$ cat src/rtl/tile_reader_2x.sv
// -----------------------------------------------------------------------------
// tile_reader_2x
//   Raster-order tile fetcher feeding the conv datapath two elements per beat.
//   Walks a cfg_tile_h x cfg_tile_w window of an img_h x img_w single-channel,
//   row-major feature map at cfg_base_addr. Positions outside the image (the
//   conv halo) are not read; cfg_pad_value is substituted instead. Read data
//   returns RD_LAT cycles after the request and is captured into a skid FIFO
//   of RD_LAT+2 beats. A pair is only issued when the FIFO plus the read
//   pipeline has room for it, so no beat is lost under backpressure.
//
// Ports
//   clk, rst                      clock, synchronous active-high reset
//   start                         one-cycle pulse, latches cfg_* when idle
//   cfg_img_h/w, cfg_base_addr    image geometry and base address
//   cfg_tile_row/col              signed tile origin (may be negative)
//   cfg_tile_h/w                  tile size (0 in either -> empty tile)
//   cfg_pad_value                 value emitted for out-of-image positions
//   rd_en0/1, rd_addr0/1          memory read requests, lane 0 / lane 1
//   rd_data0/1                    read data, RD_LAT cycles after request
//   out_valid/out_ready           output beat handshake
//   out_two, out_data0/1          beat payload (element k, element k+1)
//   busy, done                    operation in progress / completion pulse
// -----------------------------------------------------------------------------
module tile_reader_2x #(
  parameter int DATA_W = 8,
  parameter int ADDR_W = 32,
  parameter int DIM_W  = 16,
  parameter int RD_LAT = 1
) (
  input  logic              clk,
  input  logic              rst,
  input  logic              start,
  input  logic [DIM_W-1:0]  cfg_img_h,
  input  logic [DIM_W-1:0]  cfg_img_w,
  input  logic [ADDR_W-1:0] cfg_base_addr,
  input  logic [DIM_W-1:0]  cfg_tile_row,
  input  logic [DIM_W-1:0]  cfg_tile_col,
  input  logic [DIM_W-1:0]  cfg_tile_h,
  input  logic [DIM_W-1:0]  cfg_tile_w,
  input  logic [DATA_W-1:0] cfg_pad_value,
  output logic              rd_en0,
  output logic [ADDR_W-1:0] rd_addr0,
  output logic              rd_en1,
  output logic [ADDR_W-1:0] rd_addr1,
  input  logic [DATA_W-1:0] rd_data0,
  input  logic [DATA_W-1:0] rd_data1,
  output logic              out_valid,
  input  logic              out_ready,
  output logic              out_two,
  output logic [DATA_W-1:0] out_data0,
  output logic [DATA_W-1:0] out_data1,
  output logic              busy,
  output logic              done
);

  localparam int DEPTH = RD_LAT + 2;
  localparam int PTR_W = $clog2(DEPTH);
  localparam int CNT_W = $clog2(DEPTH + 1);
  localparam int N_W   = 2 * DIM_W;

  typedef enum logic [1:0] {S_IDLE, S_ISSUE, S_DRAIN, S_DONE} state_t;

  typedef struct packed {
    logic [DIM_W-1:0] r;
    logic [DIM_W-1:0] c;
  } pos_t;

  typedef struct packed {
    logic              inb;
    logic [ADDR_W-1:0] addr;
  } lane_t;

  // One read-pipeline slot: what the capture stage needs to know about a pair.
  typedef struct packed {
    logic vld;
    logic two;
    logic pad0;
    logic pad1;
  } stage_t;

  typedef struct packed {
    logic              two;
    logic [DATA_W-1:0] d0;
    logic [DATA_W-1:0] d1;
  } beat_t;

  state_t state_q, state_d;

  // Latched configuration.
  logic [DIM_W-1:0]  img_h_q, img_w_q, row_q, col_q, tile_w_q;
  logic [ADDR_W-1:0] base_q;
  logic [DATA_W-1:0] pad_q;

  // Raster walk: current position and elements still to issue.
  pos_t           pos_q;
  logic [N_W-1:0] remain_q;

  stage_t pipe_q [RD_LAT];

  beat_t              fifo_mem [DEPTH];
  logic [PTR_W-1:0]   wr_ptr_q, rd_ptr_q;
  logic [CNT_W-1:0]   count_q;

  // Next raster position inside the tile, wrapping the column at tile_w-1.
  function automatic pos_t next_pos(pos_t p, logic [DIM_W-1:0] w);
    pos_t n;
    if (p.c == w - DIM_W'(1)) begin
      n.r = p.r + DIM_W'(1);
      n.c = '0;
    end else begin
      n.r = p.r;
      n.c = p.c + DIM_W'(1);
    end
    return n;
  endfunction

  // Image coordinates are formed one bit wider than DIM_W so that a negative
  // origin plus a tile offset is represented exactly before the bounds test.
  function automatic lane_t map_lane(pos_t p);
    logic signed [DIM_W:0] ir, ic;
    logic [N_W-1:0]        prod;
    lane_t                 l;
    ir    = $signed({row_q[DIM_W-1], row_q}) + $signed({1'b0, p.r});
    ic    = $signed({col_q[DIM_W-1], col_q}) + $signed({1'b0, p.c});
    l.inb = !ir[DIM_W] && (ir[DIM_W-1:0] < img_h_q) &&
            !ic[DIM_W] && (ic[DIM_W-1:0] < img_w_q);
    prod  = {{DIM_W{1'b0}}, ir[DIM_W-1:0]} * {{DIM_W{1'b0}}, img_w_q};
    l.addr = l.inb ? (base_q + ADDR_W'(prod) + ADDR_W'(ic[DIM_W-1:0])) : '0;
    return l;
  endfunction

  pos_t   pos1, pos2;
  lane_t  lane0, lane1;
  logic   two, issue, push, pop;
  int     inflight;
  beat_t  push_beat, head;

  // NOTE: every always_comb output gets a default before any branch so that
  // no path leaves a variable unassigned and a latch is never inferred.
  always_comb begin
    pos1     = next_pos(pos_q, tile_w_q);
    pos2     = next_pos(pos1, tile_w_q);
    lane0    = map_lane(pos_q);
    lane1    = map_lane(pos1);
    two      = (remain_q > N_W'(1));

    inflight = 0;
    for (int i = 0; i < RD_LAT; i++) inflight += int'(pipe_q[i].vld);

    // Credit rule: FIFO entries plus pairs still in the read pipeline.
    issue    = (state_q == S_ISSUE) && ((int'(count_q) + inflight) < DEPTH);

    rd_en0   = issue && lane0.inb;
    rd_addr0 = issue ? lane0.addr : '0;
    rd_en1   = issue && two && lane1.inb;
    rd_addr1 = (issue && two) ? lane1.addr : '0;

    push         = pipe_q[RD_LAT-1].vld;
    push_beat.two = pipe_q[RD_LAT-1].two;
    push_beat.d0  = pipe_q[RD_LAT-1].pad0 ? pad_q : rd_data0;
    push_beat.d1  = !pipe_q[RD_LAT-1].two ? '0 :
                    (pipe_q[RD_LAT-1].pad1 ? pad_q : rd_data1);

    head      = fifo_mem[rd_ptr_q];
    out_valid = (count_q != '0);
    out_two   = out_valid && head.two;
    out_data0 = out_valid ? head.d0 : '0;
    out_data1 = out_valid ? head.d1 : '0;
    pop       = out_valid && out_ready;

    busy = (state_q == S_ISSUE) || (state_q == S_DRAIN);
    done = (state_q == S_DONE);

    state_d = state_q;
    unique case (state_q)
      S_IDLE:
        if (start)
          state_d = (cfg_tile_h == '0 || cfg_tile_w == '0) ? S_DONE : S_ISSUE;
      S_ISSUE:
        if (issue && remain_q <= N_W'(2)) state_d = S_DRAIN;
      // Last beat: the only FIFO entry leaves and nothing is left in flight.
      S_DRAIN:
        if (pop && count_q == CNT_W'(1) && inflight == 0) state_d = S_DONE;
      S_DONE:
        state_d = S_IDLE;
      default:
        state_d = S_IDLE;
    endcase
  end

  // NOTE: sequential state uses non-blocking assignments so every register
  // samples the pre-edge values regardless of statement order.
  always_ff @(posedge clk) begin
    if (rst) state_q <= S_IDLE;
    else     state_q <= state_d;
  end

  always_ff @(posedge clk) begin
    if (rst) begin
      img_h_q  <= '0;
      img_w_q  <= '0;
      row_q    <= '0;
      col_q    <= '0;
      tile_w_q <= '0;
      base_q   <= '0;
      pad_q    <= '0;
      pos_q    <= '0;
      remain_q <= '0;
    end else if (state_q == S_IDLE && start) begin
      img_h_q  <= cfg_img_h;
      img_w_q  <= cfg_img_w;
      row_q    <= cfg_tile_row;
      col_q    <= cfg_tile_col;
      tile_w_q <= cfg_tile_w;
      base_q   <= cfg_base_addr;
      pad_q    <= cfg_pad_value;
      pos_q    <= '0;
      remain_q <= {{DIM_W{1'b0}}, cfg_tile_h} * {{DIM_W{1'b0}}, cfg_tile_w};
    end else if (issue) begin
      pos_q    <= two ? pos2 : pos1;
      remain_q <= remain_q - (two ? N_W'(2) : N_W'(1));
    end
  end

  always_ff @(posedge clk) begin
    if (rst) begin
      for (int i = 0; i < RD_LAT; i++) pipe_q[i] <= '0;
    end else begin
      pipe_q[0] <= '{vld: issue, two: two, pad0: !lane0.inb, pad1: !lane1.inb};
      for (int i = 1; i < RD_LAT; i++) pipe_q[i] <= pipe_q[i-1];
    end
  end

  // NOTE: the FIFO storage is deliberately not reset; only pointers and the
  // occupancy count are, and out_data is gated so stale entries never show.
  always_ff @(posedge clk) begin
    if (push) fifo_mem[wr_ptr_q] <= push_beat;
  end

  always_ff @(posedge clk) begin
    if (rst) begin
      wr_ptr_q <= '0;
      rd_ptr_q <= '0;
      count_q  <= '0;
    end else begin
      if (push)
        wr_ptr_q <= (wr_ptr_q == PTR_W'(DEPTH - 1)) ? '0 : wr_ptr_q + PTR_W'(1);
      if (pop)
        rd_ptr_q <= (rd_ptr_q == PTR_W'(DEPTH - 1)) ? '0 : rd_ptr_q + PTR_W'(1);
      if (push && !pop)      count_q <= count_q + CNT_W'(1);
      else if (pop && !push) count_q <= count_q - CNT_W'(1);
    end
  end

endmodule

$ cat config.mk
export PLATFORM = sky130hd
export DESIGN_NAME = tile_reader_2x
export DESIGN_NICKNAME = d
export VERILOG_FILES = /design/src/rtl/tile_reader_2x.sv
export SDC_FILE = /design/constraint.sdc
export NUM_CORES = 2
export LEC_CHECK = 0
export ABC_AREA = 1
export CAP_MARGIN = 25
export CORE_MARGIN = 2
export CORE_UTILIZATION = 68
export CTS_CLUSTER_DIAMETER = 50
export CTS_CLUSTER_SIZE = 28
export DETAILED_ROUTE_END_ITERATION = 6
export PLACE_DENSITY = 0.93
export SLEW_MARGIN = 20
export SYNTH_ARGS = -nofsm -noshare
export SYNTH_HDL_FRONTEND = slang
export SYNTH_SLANG_ARGS = --single-unit
$ cat constraint.sdc
create_clock -name clk -period 20.7 [get_ports clk]
set_input_delay 4.14 -clock clk [delete_from_list [all_inputs] [get_ports clk]]
set_output_delay 4.14 -clock clk [all_outputs]
set_load 0.005 [all_outputs]
==> impl_metrics.py <==
metrics = {
    "clock_tree": {
        "cts-root-buf": "clkbuf_16",
        "cts_setup_buffers": 0,
        "postCtsResizedCells": 0,
        "cts_tree": "built",
        "cts_hold_buf": 0,
        "clockBufferDepth": 3,
        "clock_latency_ns": 0.59,
        "ctsHtreeMaxLevel": 2,
        "cts_sinks": 249,
        "path_clk_slew_ns": 0.06,
        "cts_buffers": 34,
    },
    "sta": {
        "maxSlewHeadroom_pct": 26.20,
        "finalSetupTns_ns": 0,
        "fin_crit_ns": 15.97,
        "finalCritPeriodShare_pct": 77.13,
        "tightest_slew_ns": 1.106,
        "drv_slew": 0,
        "fmax_mhz": 62.63,
        "setup_viol": 0,
        "clock_skew_ns": 0.04635,
        "rsz0062_at_grt": "false",
        "worst_slack_ns": 4.733,
        "finalHoldViolCount": 0,
    },
    "worst_setup_path": {
        "critPathLaunchType": "register",
        "path_max_fanout": 23,
        "cp.required_ns": 16.56,
        "rr_worst_depth": 40,
        "cpPeakStageDelay_ns": 0.61,
        "endpoint_kind": "output pin",
        "rrSetupSlack_ns": 13.60,
        "critPathKind": "reg2out",
        "rr_startpoint": "tile_w_q[0]$_SDFFE_PP0P_",
        "startpoint": "tile_w_q[0]$_SDFFE_PP0P_",
        "cp_common_cell": "inv_1",
        "cp_slowest_cell": "xor2_1",
        "endpoint": "rd_addr1[28]",
        "r2r_end": "pipe_q[0][0]$_SDFF_PP0_",
        "worstPathArrival_ns": 11.83,
    },
    "yosys": {
        "synth.avg_cell_area_um2": 7.462,
        "synth_seq_cells": 249,
        "synth_cell_types": 59,
        "yosysTopAreaCellShare_pct": 30.15,
        "netlist_instances": 6060,
        "async_flop_share_pct": 0,
        "yosysWarnings": 0,
        "yosys-top-cells-area": "fa_1 30%, ha_1 12%, inv_1 12%",
        "syn_area_um2": 45220,
        "synth_commonest_cells": "1415 x inv_1, 1140 x nand2_1, 681 x fa_1",
        "ys.flop_type": "dfxtp_1",
        "synth_most_common_cell": "inv_1",
        "synth_edf_count": 51,
        "yosysTopAreaCell": "fa_1",
        "synth_seq_area_share_pct": 12.15,
        "syn_nets": 7337,
    },
    "placement": {
        "post_dp_cell_area_um2": 48100,
        "gp_congestion": 1.020,
        "post-place-ws_ns": 5.470,
        "dp_hpwl_mm": 112.4,
        "io_buffers": 241,
    },
    "cells_and_area": {
        "area_growth_pct": 9.267,
        "drive_gt1_share_pct": 3.516,
        "seqCellArea_um2": 5495,
        "fill_cells": 4715,
        "fin_area_um2": 49410,
        "multi_input_area_um2": 33440,
        "fin_util_pct": 75.15,
        "nets": 7423,
    },
    "route": {
        "ant_nets": 0,
        "avgViaCountPerCell": 5.938,
        "drc": 1,
        "routed_wl_mm": 143.3,
        "first_pass_iters": 7,
        "vias": 41800,
        "routedWlPerCell_um": 20.36,
        "first_iter_violations": 4763,
    },
    "global_route": {
        "globalRouteOverflowTotal": 0,
        "grt_pass1_vias": 42690,
        "grt_pass1_wl_mm": 225.7,
        "antenna_found_initial": 3,
        "grt_max_degree": 94,
        "track_usage_pct": 42.83,
    },
    "floorplanning": {
        "core_area_um2": 65750,
        "die_y_um": 261.9,
        "num_rows": 94,
        "die_area_um2": 68580,
        "start_util_pct": 68.78,
        "die_x_um": 261.9,
        "ioPinCount": 242,
    },
    "outcome": {
        "failed_checks": "DRC",
        "outcome": "finished with violations",
    },
    "job": {
        "maxCapViolations": 0,
    },
    "min_path": {
        "holdCritPathClass": "reg2reg",
        "min_path_cells": 2,
    },
}
sequential cells by signal, summed over array words and instances, names as in the netlist, 8 cells and up, named ones only:
name      count
remain_q     32
img_h_q      16
col_q        16
pad_q         8
pos_q        32
fifo_mem     51
base_q       32
row_q        16
img_w_q      16
tile_w_q     16
cell usage in the layout, fill, tap and decap left out, types with 14 or more instances in the layout:
| cell | Yosys | final |
|---|---|---|
| nor4_1 | 18 | 18 |
| mux2_2 | 25 | 25 |
| a31oi_1 | 18 | 18 |
| dfxtp_1 | 198 | 198 |
| nor2_1 | 605 | 604 |
| xor2_1 | 85 | 85 |
| nand3_1 | 145 | 145 |
| a211oi_1 | 16 | 16 |
| nand4_1 | 54 | 54 |
| buf_4 | 1 | 40 |
| clkdlybuf4s50_1 | 0 | 241 |
| inv_1 | 1415 | 1414 |
| xnor2_1 | 59 | 59 |
| edfxtp_1 | 51 | 51 |
| ha_1 | 440 | 440 |
| clkbuf_16 | 0 | 34 |
| a21oi_1 | 339 | 339 |
| nor3_1 | 33 | 31 |
| or2_2 | 32 | 32 |
| nand2_2 | 17 | 17 |
| o21a_1 | 14 | 14 |
| fa_1 | 681 | 681 |
| nand2_1 | 1140 | 1139 |
| o21ai_0 | 302 | 302 |
worst max-delay path: cells and delay by family (launching register included):
| kind | cells | cell delay [ns] |
|---|---|---|
| adders and majority gates | 10 | 3.88 |
| AOI/OAI and AO/OA | 10 | 2.31 |
| and+or+nand+nor | 15 | 2.25 |
| buffers and inverters | 10 | 1.56 |
| xor gates and xnor gates | 3 | 0.93 |
| DFF | 1 | 0.33 |
stage by stage:
step	instances	hold WS, ns
6_report	7039	0.4987
5_1_grt	7036	0.5237
4_1_cts	7033	0.4967
3_5_place_dp	6971	0.4895
3_3_place_gp	6971	0.4781
2_1_floorplan	6060	0.4456
cells by family (layout without fill, tap and decap cells):
kind of cell | after synthesis | in the layout | synth area share [%]
compound gates | 778 | 778 | 9.352
xor+xnor | 144 | 144 | 2.789
fa+ha+maj | 1121 | 1121 | 42.32
buf+inv | 1664 | 1776 | 13.93
flops | 249 | 249 | 12.15
mux | 25 | 25 | 0.6226
other cells | 0 | 3 | 0
simple gates | 2079 | 2079 | 18.83
how the worst min path moves through the flow:
stage	to	startpoint	slack (ns)
final	remain_q[31]$_SDFFE_PP0P_	remain_q[31]$_SDFFE_PP0P_	0.50
after global routing	remain_q[31]$_SDFFE_PP0P_	remain_q[31]$_SDFFE_PP0P_	0.52
after CTS	remain_q[31]$_SDFFE_PP0P_	remain_q[31]$_SDFFE_PP0P_	0.50
after detailed placement	remain_q[31]$_SDFFE_PP0P_	remain_q[31]$_SDFFE_PP0P_	0.49
after global placement	register	rd_ptr_q[1]$_SDFFE_PP0P_	0.48
after floorplan	img_h_q[0]$_SDFFE_PP0P_	img_h_q[0]$_SDFFE_PP0P_	0.45
area by class of cell:
type,instances,share of cell area (%)
diodes,3,0.01519
well taps,864,2.188
clock inverters,26,0.7572
multi-input cells,4147,67.69
repair buffers,284,5.581
flip-flops and latches,249,11.12
clock buffers,36,1.778
inverters,1430,10.87
layer usage:
layer,share of wire [%],global-route usage [%]
met1,35,51.55
met2,44,66.20
met3,13,12.76
met4,8.4,29.94
met5,0.017,0
Power is not shown: default switching activity piles up to over one toggle a cycle in this logic, so the estimate is an artifact.
